$ cat config.mk
export PLATFORM = sky130hd
export DESIGN_NAME = mult_accum_ctrl
export DESIGN_NICKNAME = d
export VERILOG_FILES = /design/src/rtl/mult_accum_ctrl_pkg.sv /design/src/rtl/mult_accum_ctrl.sv
export SDC_FILE = /design/constraint.sdc
export NUM_CORES = 1
export LEC_CHECK = 0
export ABC_AREA = 1
export CAP_MARGIN = 10
export CELL_PAD_IN_SITES_DETAIL_PLACEMENT = 1
export CELL_PAD_IN_SITES_GLOBAL_PLACEMENT = 2
export CORE_MARGIN = 2
export CORE_UTILIZATION = 31
export CTS_CLUSTER_DIAMETER = 100
export CTS_CLUSTER_SIZE = 30
export DETAILED_ROUTE_END_ITERATION = 10
export PLACE_DENSITY_LB_ADDON = 0.1
export SLEW_MARGIN = 20
export SYNTH_ARGS = -nofsm -noshare
export SYNTH_HDL_FRONTEND = slang
export SYNTH_SLANG_ARGS = --single-unit
$ cat constraint.sdc
create_clock -name sys_clk -period 2.9 [get_ports sys_clk]
set_input_delay 0.58 -clock sys_clk [delete_from_list [all_inputs] [get_ports sys_clk]]
set_output_delay 0.58 -clock sys_clk [all_outputs]
set_load 0.03 [all_outputs]
$ cat src/rtl/mult_accum_ctrl_pkg.sv
// mult_accum_ctrl_pkg: shared state encoding and default widths for the MAC burst controller
package mult_accum_ctrl_pkg;
  localparam int LEN_W_DEF = 8;
  localparam int ACC_W_DEF = 40;
  typedef enum logic [1:0] {IDLE, ACCUM, FLUSH, DONE} state_t;
endpackage

$ cat src/rtl/mult_accum_ctrl.sv
// mult_accum_ctrl: accumulates a burst of registered signed products and hands the sum downstream
module mult_accum_ctrl
  import mult_accum_ctrl_pkg::*;
#(
  parameter int LEN_W = LEN_W_DEF,
  parameter int ACC_W = ACC_W_DEF
) (
  input  logic             sys_clk,
  input  logic             sys_rst,
  input  logic             start,
  input  logic [LEN_W-1:0] cfg_len,
  input  logic [31:0]      C_NUM,
  input  logic             prod_valid,
  output logic             prod_ready,
  output logic [ACC_W-1:0] acc_num,
  output logic             acc_valid,
  input  logic             acc_ready,
  output logic             busy
);
  state_t state, next_state;
  logic [LEN_W-1:0] cnt;
  logic [31:0] prod;
  logic [ACC_W-1:0] acc;
  logic hs, last;
  assign hs = prod_valid & prod_ready;
  assign last = hs && cnt == LEN_W'(1);
  assign acc_num = acc;
  always_ff @(posedge sys_clk or posedge sys_rst)
    if (sys_rst) state <= IDLE;
    else state <= next_state;
  always_comb begin
    next_state = state;
    case (state)
      IDLE:  next_state = start ? ACCUM : IDLE;
      ACCUM: next_state = last ? FLUSH : ACCUM;
      FLUSH: next_state = DONE;
      DONE:  next_state = acc_ready ? IDLE : DONE;
      default: next_state = IDLE;
    endcase
  end
  always_comb begin
    prod_ready = state == ACCUM;
    acc_valid = state == DONE;
    busy = state != IDLE;
  end
  // prod holds zero on bubbles so the one-edge-late add contributes nothing for them
  always_ff @(posedge sys_clk or posedge sys_rst)
    if (sys_rst) begin
      cnt <= '0;
      prod <= '0;
      acc <= '0;
    end else if (state == IDLE && start) begin
      cnt <= cfg_len;
      prod <= '0;
      acc <= '0;
    end else if (state == ACCUM || state == FLUSH) begin
      if (hs) cnt <= cnt - LEN_W'(1);
      prod <= hs ? C_NUM : '0;
      acc <= acc + {{(ACC_W-32){prod[31]}}, prod};
    end
endmodule

==> run summary, run 1 <==
routed vias/inst - 4.720
drt pass-1 iters - 4
Syn Nets - 1028
Yosys cell types - 33
H-tree levels - 3
clk root buf - clkbuf_16
Finished Cell Area - 7854 sq um
min-delay worst type - reg -> reg
Overall Global Routing Usage - 0.2018
setup_tns - 0 ps
Critical Path RT - 2320 ps
Gate power share - 0.497
share of cells above drive strength 1 - 0.05831
Worst slew margin - 0.6190
Synth Instances - 936
CTS max path bufs - 2
Core ar. - 19650 sq um
ANT cells - 0
Sw Pwr - 2.884 mW
crit path to - busy
Slowest-stage cell, CP - clkdlybuf4s50_1
Chip Width - 146.0 um
clock-pin slew on the worst setup and hold paths - 70 ps
register share of total power - 0.286
area growth from synthesis to layout - 25.62%
drt initial violations - 219
hold slack - 513.7 ps
Post-CTS Hold Buffers - 0
Remaining Overflow, GRT - 0
count of pins over their slew limit - 0
Max Clk Rate - 0.4291 GHz
drt total wl - 20680 um
clk_skew - 10.68 ps
Crit. Startpoint - state[0]$_DFF_PP0_
Routed WL per cell - 15.98 um
PD cells - 835.6 nW/um^2
Initial Util - 0.3181
Layout Nets - 1118
Max Cap Violations - 0
CP cell instances - inv_1 > ha_1 > inv_1 > clkdlybuf4s50_1
leak pwr - 4.116 nW
largest net degree at the start of global routing - 73
Pint - 3.679 mW
initial antenna violation count - 0
final hold viol count - 0
number of global-route vias before repair - 6467
synthesis-stage register bit count - 82
port bufs - 87
Final min period - 2330 ps
clock latency on the worst-skew pair - 350 ps
Die H - 146.0 um
Mapped Area - 6252 sq um
total number of vias - 6108
hold path cells - 1
clock sink count - 82
CP Max Fanout - 3
hpwl dp - 16340 um
postcts setup bufs - 0
die area - 21320 sq um
Mapped Avg Cell Area - 6.680 sq um
Register-to-Register Path Depth - 12
Post-CTS Resized - 0
DRT antenna net count - 0
reg-to-reg slack, setup - 640 ps
cts bufs inserted - 9
Pwr Total - 6.562 mW
Final Non-Filler Cells - 1294
GPL Wtd Cong - 0.8345
Cell Area, Placed - 7500 sq um
global-route wire length before repair - 34320 um
Placed Cells incl. Taps - 1280
RR Endpoint - acc_num[32]$_DFFE_PP0P_
CP Launch Type - flop
Clock Power Share - 0.217
RSZ-0062 raised after global routing - false
status - finished clean
Critical Path Max Stage Delay - 670 ps
Worst VDD drop - 685.4 uV
Ys Warns - 0
sequential area share after synthesis - 0.3282
Slew @ Worst Pin - 570.9 ps
period utilization - 0.8036
Top cell by count, worst path - inv_1
final setup vio count - 0
Worst Setup Path Type - reg -> out
Core Util, Final - 0.3996
io pins - 88
CTS tree - yes
setup slack at placement - 600.5 ps
num rows - 51
critical path capture point type - primary output
crit path DAT - 1750 ps
reg2reg start - acc_num[0]$_DFFE_PP0P_
post-route setup slack - 569.6 ps
DR DRC count - 0
switching fraction of total power - 0.4394
## worst min path at each step
| stage | start | end | slack (ps) |
|---|---|---|---|
| 2_1_floorplan | prod[19]$_DFFE_PP0P_ | prod[19]$_DFFE_PP0P_ | 480 |
| 3_3_place_gp | prod[0]$_DFFE_PP0P_ | prod[0]$_DFFE_PP0P_ | 500 |
| 3_5_place_dp | prod[10]$_DFFE_PP0P_ | prod[10]$_DFFE_PP0P_ | 500 |
| 4_1_cts | prod[8]$_DFFE_PP0P_ | prod[8]$_DFFE_PP0P_ | 520 |
| 5_1_grt | prod[10]$_DFFE_PP0P_ | prod[10]$_DFFE_PP0P_ | 530 |
| 6_report | prod[8]$_DFFE_PP0P_ | prod[8]$_DFFE_PP0P_ | 510 |
## critical path: cells and delay by family (launching register included)
kind	cells	cell delay (ps)
buffers and inverters	3	810
adder cells (fa/ha/maj)	1	210
flip-flops	1	380
## power by group through the flow
stage	Sequential, mW	Clock [mW]	Combinational [mW]
after floorplan	2.27	0	1.67
after global placement	1.90	0	3.29
after detailed placement	1.90	0	3.31
after CTS	1.88	1.48	3.33
after global routing	1.95	1.51	3.62
final	1.87	1.43	3.26
## cell families after synthesis
group / Yosys count / synth area share
AOI/OAI and AO/OA: 120 / 0.1251
xor gates and xnor gates: 3 / 0.004203
adders and majority gates: 47 / 0.09526
buffers and inverters: 151 / 0.09226
DFF: 82 / 0.3282
and+or+nand+nor: 533 / 0.3550
## layout by cell type, fill, tap and decap left out, types with 2 or more instances in the layout
cell / count
buf_12: 4
dfrtp_1: 82
a21oi_1: 31
o21bai_1: 2
nand2_1: 339
nand4_1: 4
xor2_1: 3
o21ai_0: 37
nor2_1: 96
nand3_2: 8
clkbuf_16: 9
inv_2: 3
nor2_4: 3
a32o_1: 3
inv_1: 132
o22ai_1: 2
buf_4: 3
a21boi_0: 2
a22o_1: 34
nand2_2: 11
or2_2: 3
o211ai_1: 4
nor2_2: 8
nor3_1: 8
nand3_1: 47
bufinv_16: 4
nand3b_1: 4
ha_1: 46
o311ai_0: 2
clkdlybuf4s50_1: 87
## cell type report
cell class | instances | area (sq um)
Timing Repair Buffer | 94 | 973.4
Tap cell | 265 | 331.6
Fill cell | 2555 | 11800
Clock inverter | 5 | 128.9
Inverter | 136 | 511.7
Clock buffer | 9 | 225.2
Multi-Input combinational cell | 703 | 3631
Sequential cell | 82 | 2052
## per-layer routing
metal	vias up	track usage	routed length, um
li1	3147	-	-
met1	2893	0.2640	9962
met2	56	0.3557	10110
met3	12	0.02719	390
met4	0	0.04369	218
met5	-	0	0
## flip-flops by register name (all words and copies together) (netlist names)
register	cells
acc_num	40
prod	32
cnt	8
state	2
## synth_stat cells
master / instances / area share
o311ai_0: 2 / 0.0028
nand3b_1: 4 / 0.0048
a22o_1: 34 / 0.048
or2_2: 3 / 0.0030
nor2_4: 2 / 0.0036
inv_1: 133 / 0.080
nand2_1: 339 / 0.20
a21boi_0: 2 / 0.0024
ha_1: 46 / 0.092
fa_1: 1 / 0.0032
nor2_1: 97 / 0.058
inv_2: 3 / 0.0018
o21ai_2: 1 / 0.0014
o22ai_1: 2 / 0.0020
o211ai_1: 4 / 0.0048
dfrtp_1: 82 / 0.33
a21oi_2: 1 / 0.0014
nand2_2: 11 / 0.011
a21oi_1: 31 / 0.025
a31oi_1: 1 / 0.0010
clkbuf_1: 7 / 0.0042
nand3_2: 8 / 0.013
nand3_1: 47 / 0.038
nor2_2: 8 / 0.0080
nand4_1: 4 / 0.0040
nor3_1: 8 / 0.0064
buf_2: 8 / 0.0064
and2_1: 1 / 0.0010
xor2_1: 3 / 0.0042
o21ai_0: 37 / 0.030
a32o_1: 3 / 0.0048
o21bai_1: 2 / 0.0024
nor4_1: 1 / 0.0010
No activity file was read; power rests on OpenSTA's default activity.
==> inputs of run 2 (changes only) <==
clock period = 2.3 ns   (was 2.9 ns; I/O delays follow)
==> run 2 against run 1 <==
Compared with the run above: core utilization up 0.76 points; sequential cell count did not move; non-clock buffer count is 21 higher; die area is the same; worst hold slack lost 1.4 ps; first-iteration DRC count is 13% lower; sequential power rose by 25%; final cell count rose by 1.8%; combinational power grew 33%; highest routed layer unchanged.
==> run summary, run 2 (synthesis results as in run 1) <==
CP cell instances - inv_1 > ha_1 > clkdlybuf4s50_1
Post-CTS Hold Buffers - 0 (unchanged)
die area - 21320 sq um (unchanged)
area growth from synthesis to layout - 28.02%
Max Clk Rate - 0.4524 GHz
Worst Setup Path Type - reg -> out
drt initial violations - 191 (-13%)
Initial Util - 0.3181 (unchanged)
Worst slew margin - 0.6829 (+0.06391)
num rows - 51 (unchanged)
FF+latch area - 2052 sq um (unchanged)
GR Layer Usage met2 - 0.3566 (+0.0009434)
most used routing layer - met2
most frequent cells in the layout - nand2_1, inv_1, nor2_1, clkdlybuf4s50_1, dfrtp_1
Pint - 4.489 mW (+22%)
register share of total power - 0.285 (about the same)
largest net degree at the start of global routing - 83 (+14%)
CTS max path bufs - 2 (unchanged)
io pins - 88 (unchanged)
hpwl dp - 16790 um (+2.8%)
total number of vias - 6184 (+1.2%)
Critical Path Max Stage Delay - 680 ps (about the same)
leak pwr - 4.198 nW (+2.0%)
setup slack at placement - -34.37 ps (-634.9 ps)
setup_tns - 0 ps (unchanged)
initial antenna violation count - 0 (unchanged)
share of cells above drive strength 1 - 0.08840 (+0.03009)
crit path DAT - 1750 ps (about the same)
ANT cells - 0 (unchanged)
switching fraction of total power - 0.4544 (+0.01503)
final setup vio count - 0 (unchanged)
CP Launch Type - flop
global-route wire length before repair - 35000 um (+2.0%)
hold path cells - 2 (+1)
clk_skew - 8.092 ps (-2.590 ps)
count of pins over their slew limit - 0 (unchanged)
number of global-route vias before repair - 6485 (+0.28%)
clock latency on the worst-skew pair - 360 ps (about the same)
final hold viol count - 0 (unchanged)
Layout Nets - 1139 (+1.9%)
status - finished clean
GR met3 Demand/Resource - 0.03281 (+0.005625)
CTS tree - yes
Clock Power Share - 0.187 (-0.030)
DR DRC count - 0 (unchanged)
Critical Path RT - 1840 ps (-480 ps)
Core ar. - 19650 sq um (unchanged)
clock-pin slew on the worst setup and hold paths - 70 ps (about the same)
Max Cap Violations - 0 (unchanged)
routing usage on met1 - 0.2724 (+0.008417)
H-tree levels - 3 (unchanged)
clock sink count - 82 (unchanged)
drt total wl - 21280 um (+2.9%)
critical path capture point type - primary output
Multi-input gate area - 3672 sq um (+1.1%)
Slew @ Worst Pin - 475.7 ps (-95.20 ps)
Chip Width - 146.0 um (unchanged)
cts bufs inserted - 9 (unchanged)
Final min period - 2210 ps
Gate power share - 0.529 (+0.032)
Die H - 146.0 um (unchanged)
Worst VDD drop - 564.0 uV (-18%)
Sw Pwr - 3.740 mW (+30%)
commonest non-fill, non-tap cell in the layout - nand2_1
routed vias/inst - 4.696 (-0.52%)
max reg flops - 40 (unchanged)
Remaining Overflow, GRT - 0 (unchanged)
post-route setup slack - 89.51 ps (-480.1 ps)
DRT antenna net count - 0 (unchanged)
CP Max Fanout - 3 (unchanged)
Register-to-Register Path Depth - 12 (unchanged)
Routed WL per cell - 16.15 um (+1.1%)
port bufs - 87 (unchanged)
Overall Global Routing Usage - 0.2067 (+0.004905)
min-delay worst type - reg -> reg
PD cells - 1028 nW/um^2 (+23%)
hold slack - 512.3 ps (-1.446 ps)
drt pass-1 iters - 4 (unchanged)
period utilization - 0.9611
GPL Wtd Cong - 0.8683 (+4.1%)
Slowest-stage cell, CP - clkdlybuf4s50_1
fill count - 2572 (+0.67%)
clk root buf - clkbuf_16
run 2: changes by cell type in the layout (fill, tap and decap cells not counted), sizes merged:
cell and change:
clkinvlp +4, dlymetal6s2s +1, clkinv -1, buf +21
inv +2, bufinv -3, clkdlybuf4s50 -1
run 2: power by group through the flow:
stage	sequential [mW]	combinational (mW)	clock [mW]
2_1_floorplan	2.86	2.10	0
3_3_place_gp	2.35	4.39	0
3_5_place_dp	2.36	4.40	0
4_1_cts	2.34	4.42	1.59
5_1_grt	2.42	4.83	1.64
6_report	2.34	4.35	1.54
run 2: repair_timing:
item / CTS / global route
gates resized for setup: 1 / 10
setup buffers: 0 / 0
endpoints found under the setup margin: 2 / 13
run 2: final timing paths:
path                                               from                       to  slack, ps
worst max-delay path                 state[1]$_DFF_PP0_               prod_ready         90
worst min-delay path            acc_num[34]$_DFFE_PP0P_  acc_num[34]$_DFFE_PP0P_        510
worst max register to register   acc_num[0]$_DFFE_PP0P_  acc_num[32]$_DFFE_PP0P_        180
worst min register to register  acc_num[34]$_DFFE_PP0P_  acc_num[34]$_DFFE_PP0P_        510
max in group asynchronous                       sys_rst  acc_num[11]$_DFFE_PP0P_       1340
min in group asynchronous                       sys_rst       state[1]$_DFF_PP0_        570
run 2: area by class of cell:
type | instances | area share
clock buffer | 9 | 0.02814
clock inverter | 7 | 0.009379
inverter | 136 | 0.06425
multi-input combinational | 703 | 0.4588
sequential | 82 | 0.2564
tap | 265 | 0.04143
timing repair buffer | 115 | 0.1416
run 2: per-layer routing:
layer | wire (um) | vias up
met4 | 157 | 0
met3 | 521 | 9
met5 | 0 | -
met2 | 10330 | 65
met1 | 10260 | 2908
li1 | - | 3202
run 2: through the flow:
| stage | util | area [sq um] | power, mW | std cells |
|---|---|---|---|---|
| 2_1_floorplan | - | 6256 | 4.960 | 936 |
| 3_3_place_gp | 0.3897 | 7660 | 6.739 | 1301 |
| 3_5_place_dp | 0.3897 | 7660 | 6.764 | 1301 |
| 4_1_cts | 0.4051 | 7963 | 8.358 | 1317 |
| 5_1_grt | 0.4072 | 8004 | 8.889 | 1317 |
| 6_report | 0.4072 | 8004 | 8.229 | 1317 |
run 2: critical path: cells and delay by family (launching register included):
family | cells | cell delay (ps)
adders and majority gates | 1 | 200
buffers and inverters | 2 | 790
DFF | 1 | 410
==> RTL change 1, RTL diff (settings of run 1) <==
Change the package constant `LEN_W_DEF` from 8 to 16.
--- a/src/rtl/mult_accum_ctrl_pkg.sv
+++ b/src/rtl/mult_accum_ctrl_pkg.sv
@@ -1,5 +1,5 @@
 // mult_accum_ctrl_pkg: shared state encoding and default widths for the MAC burst controller
 package mult_accum_ctrl_pkg;
-  localparam int LEN_W_DEF = 8;
+  localparam int LEN_W_DEF = 16;
   localparam int ACC_W_DEF = 40;
   typedef enum logic [1:0] {IDLE, ACCUM, FLUSH, DONE} state_t;
Interface: changed (resized cfg_len); port bits go from 88 to 96. The function was not compared with the original's and may differ.
==> RTL change 1 against run 1 <==
- area after synthesis is 8.6% higher
- design area is 7.9% higher
- largest power group unchanged
- power is 7.3% higher
- combinational power is 8.9% higher
- sequential share of layout area is 0.44 points higher
- setup slack worse by 73 ps
- critical endpoint is now acc_num[24]$_DFFE_PP0P_
- count of clock-buffer cells in the layout stayed put
- global-route usage is 0.56 points higher
- critical path depth is 8 higher
- fmax is 3.0% lower
- critical path type is now flip-flop to flip-flop
- sequential cell count is 8 higher
- wire length is 13% higher
==> RTL change 1: results (changes against run 1) <==
metric,value,unit,change
fraction of layout cells with a size suffix above 1,5.491,%,-0.34 points
sequential fraction of design power,29.5,%,+0.9 points
buffering overhead,12.72,%,+0.33 points
final clock skew,10.41,ps,-0.2733 ps
"Endpoint, Worst Hold",acc_num[37]$_DFFE_PP0P_,,
via total after detailed routing,6718,,+10%
maximum fanout count along the critical path,5,,+2
global-route wire length before repair,38360,um,+12%
FF-to-FF setup slack,500,ps,-140 ps
netlist area before placement,6788,um2,+8.6%
final-layout fill cell count,2762,,+8.1%
result of the run,completed,,
non-filler instance count after layout,1391,,+7.5%
Crit path largest cell delay,450,ps,-220 ps
IO Port Bufs,95,,+9.2%
share of synthesized area occupied by flip-flops and latches,33.18,%,+0.36 points
biggest area contributors in the synthesized netlist,"sky130_fd_sc_hd__dfrtp_1, sky130_fd_sc_hd__nand2_1, sky130_fd_sc_hd__ha_1, sky130_fd_sc_hd__inv_1, sky130_fd_sc_hd__nor2_1",,
flop and latch count out of synthesis,90,,+9.8%
clock network fraction of total power,20.1,%,-1.6 points
Overall Global Routing Usage,20.74,%,+0.56 points
WHS Path Cells,2,,+1
instance area at placement,8134,um2,+8.5%
Final clock-cell share,4.044,%,-0.46 points
data arrival at the endpoint of the critical path,2650,ps,+900 ps
Worst VDD drop,0.3516,mV,-49%
synthesized netlist net count,1105,,+7.5%
total power density per cell area,830.5,nW/um2,-0.61%
Detailed Place HPWL,18500,um,+13%
sequential cell area in the final layout,2252,um2,+9.8%
top post-synthesis cells by count,"sky130_fd_sc_hd__nand2_1, sky130_fd_sc_hd__inv_1, sky130_fd_sc_hd__nor2_1",,
startpoint of the tightest hold check path,acc_num[37]$_DFFE_PP0P_,,
portion of the clock cycle consumed by the worst path in the final layout,82.87,%,+2.5 points
multi-input combinational gate total,751,,+6.8%
slew margin rel.,57.83,%,-4.1 points
DRC violation total after the first TritonRoute iteration,319,,+46%
detailed-route wire length,23460,um,+13%
net count of the finished layout,1206,,+7.9%
GP Congestion,0.8577,,+2.8%
proportion of cell area occupied by registers,26.57,%,+0.44 points
number of non-clock inverters,147,,+8.1%
proportion of cell area occupied by multi-input gates,45.98,%,-0.25 points
## RTL change 1: changes by cell type after synthesis, moves of 5 or more
| cell | before | now |
|---|---|---|
| sky130_fd_sc_hd__dfrtp_1 | 82 | 90 |
| sky130_fd_sc_hd__nand3_1 | 47 | 61 |
| sky130_fd_sc_hd__clkbuf_1 | 7 | 2 |
| sky130_fd_sc_hd__o21ai_0 | 37 | 42 |
| sky130_fd_sc_hd__inv_1 | 133 | 146 |
| sky130_fd_sc_hd__a21oi_1 | 31 | 44 |
## RTL change 1: cell families (layout without fill, tap and decap cells)
family	count (synthesis)	after routing	synth area share (%)
fa+ha+maj	47	47	8.774
flops	90	90	33.18
compound gates	151	151	14.32
simple gates	549	549	33.81
buf+inv	164	270	9.401
xor+xnor	4	4	0.5162
## RTL change 1: metal layers
layer | track usage, % | share of wire (%) | up-vias
met1 | 29.56 | 51 | 3169
met4 | 5.429 | 1.5 | 0
li1 | - | - | 3445
met3 | 2.710 | 2.5 | 18
met5 | 0 | 0 | -
met2 | 33.20 | 45 | 86
==> RTL change 2, RTL diff (config.mk and constraints of run 1) <==
Without the edit above. The 4 states of `state_t` get a Gray code encoding in 2 bits.
--- a/src/rtl/mult_accum_ctrl_pkg.sv
+++ b/src/rtl/mult_accum_ctrl_pkg.sv
@@ -3,5 +3,5 @@
   localparam int LEN_W_DEF = 8;
   localparam int ACC_W_DEF = 40;
-  typedef enum logic [1:0] {IDLE, ACCUM, FLUSH, DONE} state_t;
+  typedef enum logic [1:0] {IDLE = 2'b00, ACCUM = 2'b01, FLUSH = 2'b11, DONE = 2'b10} state_t;
 endpackage
 
Formal check against the unedited RTL: same outputs for any inputs over 10 cycles, from zero or initial values and one cycle with sys_rst high; not proved beyond that.
==> RTL change 2 against run 1 <==
- setup slack worse by 92 ps
- clock skew down 3.1 ps
- wire length rose by 5.0%
- sequential cell count unchanged
- area after synthesis barely moved
- design area shrank 0.94%
- critical endpoint is now acc_valid
Power is not compared: it rests on default switching activity, and its combinational part moved more than twofold at a synthesized area within 25%.
==> RTL change 2: results (changes against run 1) <==
metric,value,unit,change
result of the run,completed,,
GR met1 Demand/Resource,28.90,%,+2.5 points
WL met1,10900,um,+9.4%
biggest area contributors in the synthesized netlist,"sky130_fd_sc_hd__dfrtp_1, sky130_fd_sc_hd__nand2_1, sky130_fd_sc_hd__ha_1, sky130_fd_sc_hd__inv_1, sky130_fd_sc_hd__nor2_1",,
GR met3 Demand/Resource,2.219,%,-0.50 points
post-synthesis xor/xnor area fraction,0.7000,%,+0.28 points
FF-to-FF setup slack,560,ps,-80 ps
top post-synthesis cells by count,"sky130_fd_sc_hd__nand2_1, sky130_fd_sc_hd__inv_1, sky130_fd_sc_hd__nor2_1",,
detailed-route wire length,21710,um,+5.0%
worst reg2reg endpoint,acc_num[24]$_DFFE_PP0P_,,
slew margin rel.,64.15,%,+2.3 points
share of the synthesized area in compound gates (AO/OA/AOI/OAI),14.20,%,+1.7 points
"Warnings, synthesis",0,,unchanged
number of different library cells in the post-synthesis netlist,40,,+21%
synthesized netlist net count,1011,,-1.7%
register clock-pin slew on the reported worst setup and hold paths,70,ps,about the same
maximum fanout count along the critical path,11,,+8
Detailed Place HPWL,17040,um,+4.3%
Tmin final,2422,ps,+92.11 ps
average via count per standard cell,4.847,,+2.7%
worst slack at placement,517.7,ps,-82.83 ps
detailed route wirelength on metal3,495,um,+27%
DRC violation total after the first TritonRoute iteration,232,,+5.9%
routed wire length on met2,10150,um,+0.40%
critical path launch point type,flip-flop,,
fraction of layout cells with a size suffix above 1,6.016,%,+0.18 points
final clock skew,7.567,ps,-3.116 ps
data arrival at the endpoint of the critical path,1840,ps,+90 ps
global-route wire length before repair,35130,um,+2.4%
share of synthesized area occupied by flip-flops and latches,32.80,%,about the same
fraction of the mapped netlist area in adder cells,8.520,%,-1.0 points
R2R depth,12,,unchanged
GP Congestion,0.8282,,-0.75%
startpoint of the tightest hold check path,prod[26]$_DFFE_PP0P_,,
final-layout fill cell count,2545,,-0.39%
worst hold slack,500.7,ps,-13.00 ps
crit path capture,acc_valid,,
net count of the finished layout,1096,,-2.0%
Overall Global Routing Usage,20.84,%,+0.67 points
"Endpoint, Worst Hold",prod[26]$_DFFE_PP0P_,,
maximum number of pins on one net before global-route repair,83,,+14%
via count of the first global-routing pass,6462,,-0.077%
GRT met2 Usage,34.86,%,-0.71 points
Crit path largest cell delay,700,ps,+30 ps
[RTL change 2: cell types whose count changed in the layout (fill, tap and decap cells not counted), sizes merged, moves of 5 or more]
| cell | delta |
|---|---|
| o21ai | +7 |
| nand2 | -15 |
| ha | -5 |
| a22o | -32 |
| a21oi | +7 |
| nor2 | -5 |
| a32o | +31 |
[RTL change 2: stage by stage]
step / std cells / cell area [um2] / utilization, %
6_report: 1279 / 7780 / 39.58
5_1_grt: 1279 / 7780 / 39.58
4_1_cts: 1279 / 7780 / 39.58
3_5_place_dp: 1263 / 7442 / 37.87
3_3_place_gp: 1263 / 7442 / 37.87
2_1_floorplan: 924 / 6256 / -
[RTL change 2: final cells by class]
type	instances	area share [%]
multi-input cells	689	46.22
flip-flops and latches	82	26.38
repair buffers	95	12.42
inverters	132	6.385
well taps	265	4.262
clock buffers	11	3.249
clock inverters	5	1.094
